==> src/rtl/mem_port_arbiter_if.sv <==
// SRAM-like req/addr_ok/data_ok bus. The master issues requests and the slave answers them.
interface mem_port_arbiter_if;
    logic        req;
    logic        wr;
    logic [3:0]  wstrb;
    logic [31:0] addr;
    logic [31:0] wdata;
    logic        addr_ok;
    logic        data_ok;
    logic [31:0] rdata;

    modport master (
        output req, wr, wstrb, addr, wdata,
        input  addr_ok, data_ok, rdata
    );

    modport slave (
        input  req, wr, wstrb, addr, wdata,
        output addr_ok, data_ok, rdata
    );
endinterface

==> src/rtl/mem_port_arbiter.sv <==
// Shares one SRAM-like memory port between instruction fetch and load/store.
// Responses return in order, so a small FIFO of owner bits steers each data_ok
// back to the requester that issued it.
module mem_port_arbiter #(
    parameter int unsigned MAX_OUT = 2
) (
    input  logic               clk,
    input  logic               reset,
    mem_port_arbiter_if.slave  inst,
    mem_port_arbiter_if.slave  data,
    mem_port_arbiter_if.master mem,
    output logic               proto_err
);

    localparam int unsigned PTR_W = (MAX_OUT > 1) ? $clog2(MAX_OUT) : 1;
    localparam int unsigned CNT_W = $clog2(MAX_OUT + 1);
    localparam logic [CNT_W-1:0] MAX_CNT = CNT_W'(MAX_OUT);
    localparam logic [PTR_W-1:0] LAST_PTR = PTR_W'(MAX_OUT - 1);

    typedef enum logic {
        OwnInst = 1'b0,
        OwnData = 1'b1
    } owner_e;

    owner_e             owner_q [MAX_OUT];
    logic [PTR_W-1:0]   rd_ptr_q, rd_ptr_d;
    logic [PTR_W-1:0]   wr_ptr_q, wr_ptr_d;
    logic [CNT_W-1:0]   count_q, count_d;
    logic               hold_q, hold_d;
    owner_e             hold_owner_q, hold_owner_d;
    owner_e             last_q, last_d;
    logic               proto_err_q, proto_err_d;

    owner_e             grant;
    owner_e             head;
    logic               grant_req;
    logic               not_full;
    logic               fifo_valid;
    logic               push;
    logic               pop;

    function automatic logic [PTR_W-1:0] ptr_inc(input logic [PTR_W-1:0] p);
        return (p == LAST_PTR) ? '0 : p + 1'b1;
    endfunction

    // Grant: a stalled request keeps the port; otherwise alternate under contention.
    always_comb begin
        if (hold_q) begin
            grant = hold_owner_q;
        end else if (inst.req && data.req) begin
            grant = (last_q == OwnInst) ? OwnData : OwnInst;
        end else if (data.req) begin
            grant = OwnData;
        end else begin
            grant = OwnInst;
        end
    end

    // Payload mux from the granted requester onto the memory port.
    always_comb begin
        if (grant == OwnData) begin
            grant_req = data.req;
            mem.wr    = data.wr;
            mem.wstrb = data.wstrb;
            mem.addr  = data.addr;
            mem.wdata = data.wdata;
        end else begin
            grant_req = inst.req;
            mem.wr    = inst.wr;
            mem.wstrb = inst.wstrb;
            mem.addr  = inst.addr;
            mem.wdata = inst.wdata;
        end
    end

    assign not_full   = (count_q < MAX_CNT);
    assign fifo_valid = (count_q != '0);
    assign head       = owner_q[rd_ptr_q];

    // Reset forces every handshake low combinationally.
    assign mem.req = grant_req & not_full & ~reset;
    assign push    = mem.req & mem.addr_ok;
    assign pop     = mem.data_ok & fifo_valid & ~reset;

    assign inst.addr_ok = push & (grant == OwnInst);
    assign data.addr_ok = push & (grant == OwnData);
    assign inst.data_ok = pop & (head == OwnInst);
    assign data.data_ok = pop & (head == OwnData);
    assign inst.rdata   = mem.rdata;
    assign data.rdata   = mem.rdata;
    assign proto_err    = proto_err_q;

    // Next-state for FIFO bookkeeping, grant history and the error flag.
    always_comb begin
        rd_ptr_d     = pop ? ptr_inc(rd_ptr_q) : rd_ptr_q;
        wr_ptr_d     = push ? ptr_inc(wr_ptr_q) : wr_ptr_q;
        count_d      = count_q;
        hold_d       = hold_q;
        hold_owner_d = hold_owner_q;
        last_d       = push ? grant : last_q;
        proto_err_d  = proto_err_q | (mem.data_ok & ~fifo_valid);

        unique case ({push, pop})
            2'b10:   count_d = count_q + CNT_W'(1);
            2'b01:   count_d = count_q - CNT_W'(1);
            default: count_d = count_q;
        endcase

        // When full mem.req is 0, so hold is left untouched.
        if (mem.req && !mem.addr_ok) begin
            hold_d       = 1'b1;
            hold_owner_d = grant;
        end else if (push) begin
            hold_d = 1'b0;
        end
    end

    // State registers; reset discards any outstanding ownership.
    always_ff @(posedge clk) begin
        if (reset) begin
            rd_ptr_q     <= '0;
            wr_ptr_q     <= '0;
            count_q      <= '0;
            hold_q       <= 1'b0;
            hold_owner_q <= OwnInst;
            last_q       <= OwnInst;
            proto_err_q  <= 1'b0;
        end else begin
            if (push) begin
                owner_q[wr_ptr_q] <= grant;
            end
            rd_ptr_q     <= rd_ptr_d;
            wr_ptr_q     <= wr_ptr_d;
            count_q      <= count_d;
            hold_q       <= hold_d;
            hold_owner_q <= hold_owner_d;
            last_q       <= last_d;
            proto_err_q  <= proto_err_d;
        end
    end

endmodule

==> src/flat_wrapper.sv <==
// flat-port wrapper written by rule: the top's interface ports become plain ports
module mem_port_arbiter_flat 
#(
    parameter int unsigned MAX_OUT = 2
)
  (clk, reset, proto_err, inst_req, inst_wr, inst_wstrb, inst_addr, inst_wdata, inst_addr_ok, inst_data_ok, inst_rdata, data_req, data_wr, data_wstrb, data_addr, data_wdata, data_addr_ok, data_data_ok, data_rdata, mem_req, mem_wr, mem_wstrb, mem_addr, mem_wdata, mem_addr_ok, mem_data_ok, mem_rdata);
  mem_port_arbiter_if inst_i ();
  mem_port_arbiter_if data_i ();
  mem_port_arbiter_if mem_i ();
  input  logic clk;
  input  logic reset;
  output logic proto_err;
  input wire logic [$bits(inst_i.req)-1:0] inst_req;
  input wire logic [$bits(inst_i.wr)-1:0] inst_wr;
  input wire logic [$bits(inst_i.wstrb)-1:0] inst_wstrb;
  input wire logic [$bits(inst_i.addr)-1:0] inst_addr;
  input wire logic [$bits(inst_i.wdata)-1:0] inst_wdata;
  output wire logic [$bits(inst_i.addr_ok)-1:0] inst_addr_ok;
  output wire logic [$bits(inst_i.data_ok)-1:0] inst_data_ok;
  output wire logic [$bits(inst_i.rdata)-1:0] inst_rdata;
  input wire logic [$bits(data_i.req)-1:0] data_req;
  input wire logic [$bits(data_i.wr)-1:0] data_wr;
  input wire logic [$bits(data_i.wstrb)-1:0] data_wstrb;
  input wire logic [$bits(data_i.addr)-1:0] data_addr;
  input wire logic [$bits(data_i.wdata)-1:0] data_wdata;
  output wire logic [$bits(data_i.addr_ok)-1:0] data_addr_ok;
  output wire logic [$bits(data_i.data_ok)-1:0] data_data_ok;
  output wire logic [$bits(data_i.rdata)-1:0] data_rdata;
  output wire logic [$bits(mem_i.req)-1:0] mem_req;
  output wire logic [$bits(mem_i.wr)-1:0] mem_wr;
  output wire logic [$bits(mem_i.wstrb)-1:0] mem_wstrb;
  output wire logic [$bits(mem_i.addr)-1:0] mem_addr;
  output wire logic [$bits(mem_i.wdata)-1:0] mem_wdata;
  input wire logic [$bits(mem_i.addr_ok)-1:0] mem_addr_ok;
  input wire logic [$bits(mem_i.data_ok)-1:0] mem_data_ok;
  input wire logic [$bits(mem_i.rdata)-1:0] mem_rdata;
  assign inst_i.req = inst_req;
  assign inst_i.wr = inst_wr;
  assign inst_i.wstrb = inst_wstrb;
  assign inst_i.addr = inst_addr;
  assign inst_i.wdata = inst_wdata;
  assign inst_addr_ok = inst_i.addr_ok;
  assign inst_data_ok = inst_i.data_ok;
  assign inst_rdata = inst_i.rdata;
  assign data_i.req = data_req;
  assign data_i.wr = data_wr;
  assign data_i.wstrb = data_wstrb;
  assign data_i.addr = data_addr;
  assign data_i.wdata = data_wdata;
  assign data_addr_ok = data_i.addr_ok;
  assign data_data_ok = data_i.data_ok;
  assign data_rdata = data_i.rdata;
  assign mem_req = mem_i.req;
  assign mem_wr = mem_i.wr;
  assign mem_wstrb = mem_i.wstrb;
  assign mem_addr = mem_i.addr;
  assign mem_wdata = mem_i.wdata;
  assign mem_i.addr_ok = mem_addr_ok;
  assign mem_i.data_ok = mem_data_ok;
  assign mem_i.rdata = mem_rdata;
  mem_port_arbiter #(.MAX_OUT(MAX_OUT)) u_core (.clk(clk), .reset(reset), .inst(inst_i), .data(data_i), .mem(mem_i), .proto_err(proto_err));
endmodule
==> config.mk <==
export PLATFORM = sky130hd
export DESIGN_NAME = mem_port_arbiter_flat
export DESIGN_NICKNAME = d
export VERILOG_FILES = /design/src/rtl/mem_port_arbiter_if.sv /design/src/rtl/mem_port_arbiter.sv /design/src/flat_wrapper.sv
export SDC_FILE = /design/constraint.sdc
export NUM_CORES = 1
export LEC_CHECK = 0
export CAP_MARGIN = 20
export CORE_AREA = 2 2 123 125
export DETAILED_ROUTE_END_ITERATION = 8
export DIE_AREA = 0 0 125 127
export SYNTH_ARGS = -nofsm -noshare
export SYNTH_HDL_FRONTEND = slang
export SYNTH_SLANG_ARGS = --single-unit
==> constraint.sdc <==
create_clock -name clk -period 1.8 [get_ports clk]
set_input_delay 0.18 -clock clk [delete_from_list [all_inputs] [get_ports clk]]
set_output_delay 0.18 -clock clk [all_outputs]
set_load 0.005 [all_outputs]
==> impl_metrics.toml <==
[status]
status = "finished, violations left"
violations = "setup timing"

[sta]
finalSetupViolCount = 61
fin_tns_setup_ns = -4.13
max_freq_ghz = 0.502
max_slew_margin_pct = 83.4
rsz0062_at_grt = "true"
hold_viol = 0
fin_crit_ns = 1.99
fin_crit_sh_pct = 111
slew_viol_final = 0
holdWs_ns = 0.360
fin_skew_ns = 0.00595
setup_ws_ns = -0.191
worst_pin_slew_ns = 0.247

[routing]
drt_first_pass_iters = 4
drt-initial-drc-count = 45
routed_wl_um = 8880
avgRoutedWirePerCell_um = 15.0
via_per_inst = 3.80
vias = 2252
route.detailed.drc = 0
ant_nets = 0

[pwr]
p_switching_uw = 567
pwr_density_cell_mw_per_mm2 = 465
ir_drop_v = 0.000273
p_seq_share_pct = 13.4
internal_power_uw = 1630
pwr-share-clk_pct = 18.5
combPwrFrac_pct = 68.1
swShare_pct = 25.8
power.total_uw = 2200
leakage_uw = 0.00219

[clock_tree]
cts.sinks = 11
insertion_delay_ns = 0.24
cts-root-buf = "clkbuf_16"
clkTransAtPathRegs_ns = 0.04
cts.htree.levels = 1
cts-buffers-inserted = 3
cts_tree = "built"
cts_max_path_buffers = 2

[synth]
synth_cell_type_count = 29
synth_edf_count = 2
netlist_area_mm2 = 0.00219
yosysMostFrequentCell = "mux2_4"
ys_top_cells_by_count = "mux2_4, buf_4, nor2_1"
synth_cells = 200
synth_top_cells_by_area = "mux2_4, buf_4, dfxtp_1"
syn_avg_cell_area_um2 = 10.9
synth-async-reset-ratio_pct = 0
synth_top_area_share_pct = 45.3
synth_nets = 377
yosysSeqAreaShare_pct = 11.0
yosysTopAreaCell = "mux2_4"
synth-main-ff-cell = "dfxtp_1"
synth.ff_latch_count = 11
yosysWarnings = 0

[layout]
final_area_mm2 = 0.00473
drive_above_1_share_pct = 55.0
layout.nets = 587
syn_to_final_growth_pct = 116
diodes = 0
stdcell_count = 593

[floorplanning]
core-area_mm2 = 0.0144
io_pins = 315
dieArea_mm2 = 0.0159
fp.dieH_um = 127
initial_utilization_pct = 15.2
die_w_um = 125
fp-row-count = 44

[setup_path]
slowest_stage = "dfxtp_2"
crit_arrival_ns = 1.81
worstPathRequired_ns = 1.62
crit_type = "flop to output pin"
critPathMaxFanout = 4
crit_top_cell = "buf_6"
crit_path_end_kind = "output pin"
cp_cell_sequence = "nand2_2, nand2_2, buf_6, o21a_4, buf_6, buf_6, buf_6, mux2_4, buf_6"
cp_slowest_stage_delay_ns = 0.32
startpoint_type = "flop"

[grt]
grt_pass1_vias = 2433
overflow = 0
grt_pass1_wl_um = 13300
antenna_found_initial = 0
grt_max_degree = 14
grt_usage_pct = 10.3

[placed_design]
placed_cells_incl_taps = 554
dp_hpwl_um = 7220
portBuffers = 218
gp_congestion = 0.927
placed_cell_area_mm2 = 0.00418

[job]
drv_cap = 0

[min_path]
worst_hold_path_type = "primary input to output pin"
[metrics by stage]
step	setup slack, ns	utilization, %
global route	-0.242	32.8
detailed placement	-0.452	29.0
CTS	-0.312	32.5
global placement	-0.438	29.0
floorplan	0.108	-
finish	-0.191	32.8
[layout by cell type, fill, tap and decap left out, types with 3 or more instances in the layout]
| cell type | n |
|---|---|
| buf_6 | 73 |
| buf_12 | 4 |
| dlygate4sd2_1 | 5 |
| clkbuf_2 | 15 |
| clkdlybuf4s50_1 | 142 |
| buf_8 | 3 |
| dfxtp_1 | 5 |
| nor2_1 | 9 |
| mux2_4 | 66 |
| a21oi_1 | 3 |
| clkbuf_16 | 3 |
| buf_2 | 9 |
| buf_4 | 24 |
| nand2_2 | 3 |
| nor2_2 | 3 |
| mux2_2 | 3 |
[power by group through the flow]
| stage | clock [µW] | combinational (µW) | sequential [µW] |
|---|---|---|---|
| after global placement | 0 | 1260 | 295 |
| final | 406 | 1500 | 295 |
| after detailed placement | 0 | 1270 | 296 |
| after global routing | 424 | 1590 | 298 |
| after floorplan | 0 | 664 | 294 |
| after CTS | 415 | 1470 | 297 |
[per-layer routing]
layer | vias to the layer above | GRT usage (%) | part of all wire, %
met3 | 6 | 4.65 | 12
met1 | 1025 | 12.1 | 37
met2 | 174 | 17.9 | 50
met5 | - | 0 | 0
met4 | 0 | 1.11 | 0.33
li1 | 1047 | - | -
[what timing repair did]
item | 4_1_cts | 5_1_grt
endpoints found under the setup margin | 75 | 73
resized for setup | 331 | 59
setup buffers | 29 | 13
cloned | 4 | 0
hold buffers | 0 | 0
pin swaps | 4 | 11
endpoints found under the hold margin | 0 | 0
[worst max-delay path: cells and delay by family (launching register included)]
kind / cells / cell delay, ns
AO/OA/AOI/OAI: 1 / 0.23
buffers and inverters: 5 / 0.60
flip-flops: 1 / 0.32
multiplexers: 1 / 0.30
AND/OR/NAND/NOR: 2 / 0.13
[worst paths after layout]
check / from / endpoint / slack [ns] / depth (start not counted)
min: mem_rdata[10] / data_rdata[10] / 0.36 / 0
max: u_core.last_q$_SDFFE_PP0N_ / mem_addr[7] / -0.19 / 9
min reg2reg: u_core.wr_ptr_q$_SDFFE_PP0N_ / u_core.wr_ptr_q$_SDFFE_PP0N_ / 0.49 / 1
max reg2reg: u_core.hold_owner_q$_SDFFE_PP0P_ / u_core.count_q[1]$_SDFFE_PP0P_ / -0.12 / 7
[final cells by class]
cell class | instances | area (µm²)
clock inverters | 1 | 5.00
clock buffers | 3 | 75.1
repair buffers | 277 | 2770
fillers | 1433 | 9690
inverters | 2 | 7.51
well taps | 184 | 230
multi-input cells | 115 | 1400
flip-flops and latches | 11 | 250
[cell families after synthesis]
group / synth area share (%)
mux: 47.3
flops: 11.0
fa+ha+maj: 0.571
compound gates: 3.60
simple gates: 6.86
buf+inv: 29.5
xor+xnor: 1.20
[registers in the layout, indices dropped and copies added, names as in the netlist, named ones only]
register and flops:
u_core.count_q 2, u_core.hold_owner_q 1, u_core.hold_q 1, u_core.last_q 1, u_core.owner_q 2, u_core.proto_err 1, u_core.rd_ptr_q 1, u_core.wr_ptr_q 1
(Power assumes the default switching activity.)
